### src/rtl/adder_rr_arbiter.sv
// Round-robin sequencer that shares one fast_adder among `requesters` clients (IDLE -> EXEC -> RESP).
// Optional build macro ADDER_LOCK_EN adds a `lock` input that chains a client's next op onto the previous carry-out.

module adder_rr_blk #(
    parameter int width = 4
) (
    input  logic [width-1:0] a,
    input  logic [width-1:0] b,
    input  logic             ci,
    output logic [width-1:0] s,
    output logic             g,
    output logic             p
);
    logic [width:0] half;

    // g/p come from the carry-free sum so the block carry chain never waits on ci.
    assign half = {1'b0, a} + {1'b0, b};
    assign g    = half[width];
    assign p    = &(a ^ b);
    assign s    = half[width-1:0] + width'(ci);
endmodule

module fast_adder #(
    parameter int width        = 8,
    parameter int cascade_size = 4
) (
    input  logic [width-1:0] a,
    input  logic [width-1:0] b,
    input  logic             ci,
    output logic [width-1:0] s,
    output logic             co
);
    localparam int nblk = width / cascade_size;

    logic [nblk:0]   c;
    logic [nblk-1:0] g;
    logic [nblk-1:0] p;

    assign c[0] = ci;

    for (genvar j = 0; j < nblk; j++) begin : g_blk
        adder_rr_blk #(.width(cascade_size)) u_blk (
            .a  (a[j*cascade_size +: cascade_size]),
            .b  (b[j*cascade_size +: cascade_size]),
            .ci (c[j]),
            .s  (s[j*cascade_size +: cascade_size]),
            .g  (g[j]),
            .p  (p[j])
        );
        assign c[j+1] = g[j] | (p[j] & c[j]);
    end

    assign co = c[nblk];
endmodule

module adder_rr_arbiter #(
    parameter int requesters   = 4,
    parameter int sel_width    = 2,
    parameter int word_width   = 8,
    parameter int cascade_size = 4
) (
    input  logic                             clk,
    input  logic                             reset,
    input  logic [requesters-1:0]            req,
    input  logic [requesters*word_width-1:0] A_IN,
    input  logic [requesters*word_width-1:0] B_IN,
    input  logic [requesters-1:0]            CI_IN,
`ifdef ADDER_LOCK_EN
    input  logic [requesters-1:0]            lock,
`endif
    output logic [requesters-1:0]            gnt,
    output logic [sel_width-1:0]             gnt_id,
    output logic                             busy,
    output logic [word_width-1:0]            R_OUT,
    output logic                             C_OUT,
    output logic [requesters-1:0]            res_valid
);
    typedef enum logic [1:0] {
        IDLE = 2'd0,
        EXEC = 2'd1,
        RESP = 2'd2
    } state_t;

    localparam logic [requesters-1:0] one_hot0 = {{(requesters-1){1'b0}}, 1'b1};

    state_t                state;
    logic [sel_width-1:0]  ptr;
    logic [word_width-1:0] op_a;
    logic [word_width-1:0] op_b;
    logic                  op_ci;

    logic                  win_hit;
    logic [sel_width-1:0]  win_id;
    logic [sel_width-1:0]  cand;
    logic                  win_ci;

    logic [word_width-1:0] sum;
    logic                  sum_co;
    logic                  lock_take;

`ifdef ADDER_LOCK_EN
    logic lock_flag;

    // A locked owner that still requests jumps the round-robin order once.
    assign lock_take = lock_flag & req[gnt_id];

    always_ff @(posedge clk or negedge reset) begin
        if (!reset) begin
            lock_flag <= 1'b0;
        end else if (state == EXEC) begin
            lock_flag <= lock[gnt_id];
        end else if (state == IDLE && lock_flag && !req[gnt_id]) begin
            lock_flag <= 1'b0;
        end
    end
`else
    assign lock_take = 1'b0;
`endif

    // Power-of-two client count lets the pointer wrap by plain truncation.
    always_comb begin
        win_hit = 1'b0;
        win_id  = '0;
        cand    = '0;
        for (int i = 1; i <= requesters; i++) begin
            cand = ptr + sel_width'(i);
            if (!win_hit && req[cand]) begin
                win_hit = 1'b1;
                win_id  = cand;
            end
        end
        if (lock_take) begin
            win_hit = 1'b1;
            win_id  = gnt_id;
        end
    end

    assign win_ci = lock_take ? C_OUT : CI_IN[win_id];

    fast_adder #(
        .width        (word_width),
        .cascade_size (cascade_size)
    ) u_add (
        .a  (op_a),
        .b  (op_b),
        .ci (op_ci),
        .s  (sum),
        .co (sum_co)
    );

    always_ff @(posedge clk or negedge reset) begin
        if (!reset) begin
            state     <= IDLE;
            ptr       <= sel_width'(requesters - 1);
            gnt       <= '0;
            gnt_id    <= '0;
            busy      <= 1'b0;
            R_OUT     <= '0;
            C_OUT     <= 1'b0;
            res_valid <= '0;
            op_a      <= '0;
            op_b      <= '0;
            op_ci     <= 1'b0;
        end else begin
            case (state)
                IDLE: begin
                    if (win_hit) begin
                        gnt    <= one_hot0 << win_id;
                        gnt_id <= win_id;
                        ptr    <= win_id;
                        op_a   <= A_IN[win_id*word_width +: word_width];
                        op_b   <= B_IN[win_id*word_width +: word_width];
                        op_ci  <= win_ci;
                        busy   <= 1'b1;
                        state  <= EXEC;
                    end
                end
                EXEC: begin
                    gnt       <= '0;
                    R_OUT     <= sum;
                    C_OUT     <= sum_co;
                    res_valid <= one_hot0 << gnt_id;
                    state     <= RESP;
                end
                RESP: begin
                    res_valid <= '0;
                    busy      <= 1'b0;
                    state     <= IDLE;
                end
                default: begin
                    gnt       <= '0;
                    res_valid <= '0;
                    busy      <= 1'b0;
                    state     <= IDLE;
                end
            endcase
        end
    end
endmodule

### config.mk
export PLATFORM = sky130hd
export DESIGN_NAME = adder_rr_arbiter
export DESIGN_NICKNAME = d
export VERILOG_FILES = /design/src/rtl/adder_rr_arbiter.sv
export SDC_FILE = /design/constraint.sdc
export NUM_CORES = 1
export LEC_CHECK = 0
export ABC_CLOCK_PERIOD_IN_PS = 4000
export CORE_MARGIN = 2
export CORE_UTILIZATION = 49
export DETAILED_ROUTE_END_ITERATION = 16
export PLACE_DENSITY_LB_ADDON = 0.12
export SETUP_SLACK_MARGIN = 0.1
export SKIP_LAST_GASP = 1
export SYNTH_ARGS = -nofsm -noshare
export SYNTH_HDL_FRONTEND = slang
export SYNTH_SLANG_ARGS = --single-unit
export TNS_END_PERCENT = 1
### constraint.sdc
create_clock -name clk -period 4 [get_ports clk]
set_clock_uncertainty 0.05 [all_clocks]
set_input_delay 0.4 -clock clk [delete_from_list [all_inputs] [get_ports clk]]
set_output_delay 0.4 -clock clk [all_outputs]
set_load 0.005 [all_outputs]
# After elaboration in Yosys (flattened, before gate mapping)
# Index checks and enable logic that the tools add are counted.
# totals
reg_bits	41
latch_bits	0
mem_bits_rw	0
mem_bits_ro	0
input_bits	74
elab_cells	75
memories	0
# classes
n_addsub	7
mul	0
div_mod_pow	0
order_cmp	5
n_eq_ne	3
shifts	4
muxes	25
bitwise_logic	8
n_reduce_logical	12
# ops
op	n
32-bit by 6-bit variable part select with 8-bit output	2
4-bit one-hot mux with 2 select lines	2
2-bit by 3-bit less-than comparator with 1-bit output, second input constant	5
4-bit by 4-bit adder with 5-bit output	2
1-bit binary-select mux with 2-bit select	5
1-bit 2-to-1 mux	10
2-bit 2-to-1 mux	5
4-bit by 1-bit adder with 4-bit output	2
4-bit AND reduction	2
1-bit by 2-bit << shifter with 4-bit output, first input constant	2
4-bit XOR	2
2-bit AND reduction	3
2-bit adder, second input constant	2
4-bit 2-to-1 mux	1
2-bit one-hot mux with 2 select lines	1
1-bit logical AND	3
1-bit zero test	3
2-bit by 1-bit adder with 2-bit output, second input constant	1
1-bit bitwise AND	2
2-bit by 1-bit == test with 1-bit output, second input constant	1
2-bit == test, second input constant	1
2-bit zero test	1
2-bit != test, second input constant	1
1-bit NOT	2
other kinds (2)	3

# Depth between registers and ports, before layout
# logic_depth
ltp_word	16
mapped_depth	10

# Modules after synthesis
# From an unflattened synthesis, not the netlist that was laid out.
# unflattened
hier_cells	343
area_unflattened_um2	2999.1
# by_module_without_submodules
module	instances	cells_per_inst	area_each_um2
adder_rr_arbiter	1	285	2506.2
adder_rr_blk	2	28	239.0
fast_adder	1	2	15.0

# Worst setup path before layout
# OpenSTA, ideal clock, no wires.
# synth_timing
path_type	register to register
startpoint	reg op_a[0]
endpoint	reg R_OUT[7]
setup_ps	136
arrival_time_ps	2173
required_ps	3814
path_slack_ps	1641
path_stages_with_launch	11
path_cell_list	dfrtp_1 > ha_1 > fa_1 > a31o_2 > a21o_1 > a21o_1 > ha_1 > nand3_1 > xor2_1 > xnor2_1 > o21ai_0
# synth_via
elab_chain_cells	5
word_cells_on_any_way	6
cone_classes	add/sub: 2; bitwise: 3; reduce/logical: 1
# synth_rtl
item	line_no	rtl
from (decl)	88	logic [word_width-1:0] op_a;
from (signal assigned)	171	op_a <= A_IN[win_id*word_width +: word_width];
parallel branches: the longest is 3 deep, another holds 4-bit by 4-bit adder with 5-bit output	--	
1-bit bitwise OR (*)	50	assign c[j+1] = g[j] | (p[j] & c[j]);
4-bit by 1-bit adder with 4-bit output (*)	20	assign s = half[width-1:0] + width'(ci);
to (signal assigned)	180	R_OUT <= sum;
to (decl)	74	output logic [word_width-1:0] R_OUT,
# Mark *: on every way between the ends.
# A chain may end at the register's enable or synchronous reset.

# Final worst setup path
# Ends and elaborated chain as after synthesis.

==> impl_metrics.yaml <==
outcome:
  status: "completed"
logic_synthesis:
  synth_cell_type_count: 42
  syn_avg_cell_area_sq_um: 9.393
  synth_ff_type: "dfrtp_1"
  ys_seq_elements: 41
  syn_inst: 280
  seq_area_frac_synth_pct: 39.11
  yosys_warnings: 0
  synth_nets: 368
  synthArstFlopShare_pct: 100.0
  synth_enable_flop_cells: 0
  syn_area_sq_um: 2630
route:
  ant_nets: 0
  drtIter0Drc: 94
  vias: 2351
  via_per_inst: 5.368
  wire_per_inst_microns: 14.47
  drc: 0
  wl_microns: 6338
  dr.pass1.iters: 4
clock_tree:
  cts_buffer_depth: 2
  root_buffer: "clkbuf_8"
  hold_buffers: 0
  cts_sinks: 41
  ctsResizeCount: 0
  post_cts.repair.setup_buffers: 0
  htree_levels: 2
  cts_tree: "done"
  clkTransAtPathRegs_ns: 0.08
  cts_buffers: 5
  insertion_delay_ns: 0.30
sta:
  slew_violations: 0
  period_share_pct: 62.81
  max_freq_mhz: 398.0
  hold_viol: 0
  worst_slew_pin_slew_ns: 0.9715
  setup_slack_ns: 1.488
  slew_headroom_pct: 34.85
  setup_viol: 0
  rsz0062_at_grt: "no"
  fin_crit_ns: 2.512
  setup_tns_ns: 0
placed_design:
  hpwl_microns: 4821
  port_buffers: 93
  pre_cts_slack_ns: 1.239
  place_area_sq_um: 3597
  gp_congestion: 0.8433
pwr:
  power.leakage_nw: 1.532
  ir_drop_mv: 0.4573
  power_density_nw_per_um2: 754.6
global_routing:
  gr-usage-met1_pct: 29.38
  grt-ovfl-total: 0
  gr-usage-all-layers_pct: 22.03
  grt_util_met2_pct: 35.22
  met3_usage_pct: 4.118
  busiest_layer: "met2"
  grt_pass1_wl_microns: 10610
  grt_pass1_vias: 2365
  antenna_found_initial: 0
  grt_max_degree: 42
setup_path:
  crit_required_ns: 4.11
  crit_fanout: 2
  critPathLaunchType: "register"
  r2r_setup_slack_ns: 1.49
  r2r_start: "op_a[0]$_DFFE_PN0P_"
  slowest_stage: "fa_1"
  r2r-end: "R_OUT[7]$_DFFE_PN0P_"
  r2r_cells: 10
  end_kind: "register"
  worstSetupPathType: "reg -> reg"
  cp.arrival_ns: 2.63
  path_cells: "ha_1, fa_1, a31o_2, a21o_1, a21o_1, ha_1, nand3_1, xor2_1, xnor2_1, o21ai_0"
  cpPeakStageDelay_ns: 0.41
layout:
  drive_gt1_share_pct: 12.77
  stdcell_area_sq_um: 3689
  syn_to_final_growth_pct: 40.25
  antenna_cells: 0
  fin_nets: 455
  utilization_pct: 71.76
  nFillCells: 418
floorplanning:
  rows: 26
  start_util_pct: 51.17
  core-area_sq_um: 5140
  die_w_microns: 77.26
  die_area_sq_um: 5969
  io_pins: 94
  die_height_microns: 77.26
hold_path:
  hp-class: "in -> async"
job:
  drv_cap: 0
Yosys cell counts (all sizes together), types with 2 or more instances:
cell type / count / area (sq um)
xor2: 4 / 35.03
nand3: 6 / 30.03
dfrtp: 39 / 975.9
a31o: 2 / 17.52
nand2b: 3 / 18.77
a21o: 5 / 37.54
a31oi: 17 / 181.4
mux2: 17 / 191.4
nor2: 26 / 100.1
a22oi: 17 / 127.6
dfstp: 2 / 52.55
a22o: 3 / 26.28
ha: 12 / 150.1
clkbuf: 5 / 18.77
o21ai: 9 / 45.04
a21oi: 13 / 65.06
nand2: 58 / 220.2
inv: 7 / 26.28
fa: 2 / 40.04
nor2b: 3 / 18.77
buf: 11 / 66.31
mux2i: 2 / 20.02
xnor2: 4 / 35.03
layout by cell type, fill, tap and decap left out, types with 4 or more instances in the layout:
master	n
clkdlybuf4s50_1	92
nand2_1	57
dfrtp_1	39
nor2_1	25
a22oi_1	17
a21oi_1	12
mux2_2	12
a31oi_2	12
ha_1	12
o21ai_0	9
inv_1	7
nand3_1	6
a21o_1	5
mux2_1	5
a31oi_1	5
clkbuf_8	5
xor2_1	4
xnor2_1	4
how the worst max path moves through the flow:
| stage | from | endpoint | slack [ns] | depth (start not counted) |
|---|---|---|---|---|
| 5_1_grt | op_a[0]$_DFFE_PN0P_ | R_OUT[7]$_DFFE_PN0P_ | 1.34 | 10 |
| 2_1_floorplan | op_a[0]$_DFFE_PN0P_ | R_OUT[7]$_DFFE_PN0P_ | 1.64 | 10 |
| 6_report | op_a[0]$_DFFE_PN0P_ | R_OUT[7]$_DFFE_PN0P_ | 1.49 | 10 |
| 4_1_cts | op_a[0]$_DFFE_PN0P_ | R_OUT[7]$_DFFE_PN0P_ | 1.48 | 10 |
| 3_5_place_dp | req[3] | op_b[3]$_DFFE_PN0P_ | 1.24 | 6 |
| 3_3_place_gp | req[3] | op_b[3]$_DFFE_PN0P_ | 1.28 | 6 |
state kept, by name, summed over array words and instances (netlist names):
name and flops:
op_b 8, C_OUT 1, gnt_id 2, busy 1, gnt 4, op_a 8
res_valid 4, state 2, op_ci 1, R_OUT 8, ptr 2
critical path, delay by kind of cell (launching register included):
family	cells	cell delay [ns]
DFF	1	0.39
and+or+nand+nor	1	0.10
AOI/OAI and AO/OA	4	0.68
xor gates and xnor gates	2	0.31
adders and majority gates	3	0.86
through the flow:
| stage | total power [mW] | cells | hold WS (ns) |
|---|---|---|---|
| 2_1_floorplan | 1.997 | 280 | 0.05441 |
| 4_1_cts | 2.804 | 438 | 0.1998 |
| 6_report | 2.783 | 438 | 0.1723 |
| 3_3_place_gp | 2.461 | 430 | 0.4086 |
| 5_1_grt | 3.057 | 438 | 0.2447 |
| 3_5_place_dp | 2.512 | 430 | 0.4205 |
cells by family after synthesis:
kind of cell	synth area share, %
adder cells (fa/ha/maj)	7.231
AO/OA/AOI/OAI	22.84
AND/OR/NAND/NOR	15.89
flip-flops	39.11
XOR/XNOR	2.664
multiplexers	8.040
buffers and inverters	4.234
power breakdown:
part	internal (mW)	switching [mW]
Combinational	0.864	0.818
Clock	0.124	0.153
Sequential	0.634	0.190
Total	1.62	1.16
metal layers:
metal  share of wire [%]  vias to the layer above
met5                   0                        -
met4                 2.5                        0
met1                  45                     1079
met3                 5.8                       15
li1                    -                     1167
met2                  47                       90
final cells by class:
type / instances / area (sq um) / share of cell area (%)
Multi-Input combinational cell: 216 / 1506 / 40.84
Inverter: 7 / 26.28 / 0.7123
Tap cell: 70 / 87.58 / 2.374
Timing Repair Buffer: 96 / 948.4 / 25.71
Clock inverter: 3 / 22.52 / 0.6106
Sequential cell: 41 / 1028 / 27.88
Clock buffer: 5 / 68.82 / 1.866
(Power assumes the default switching activity.)
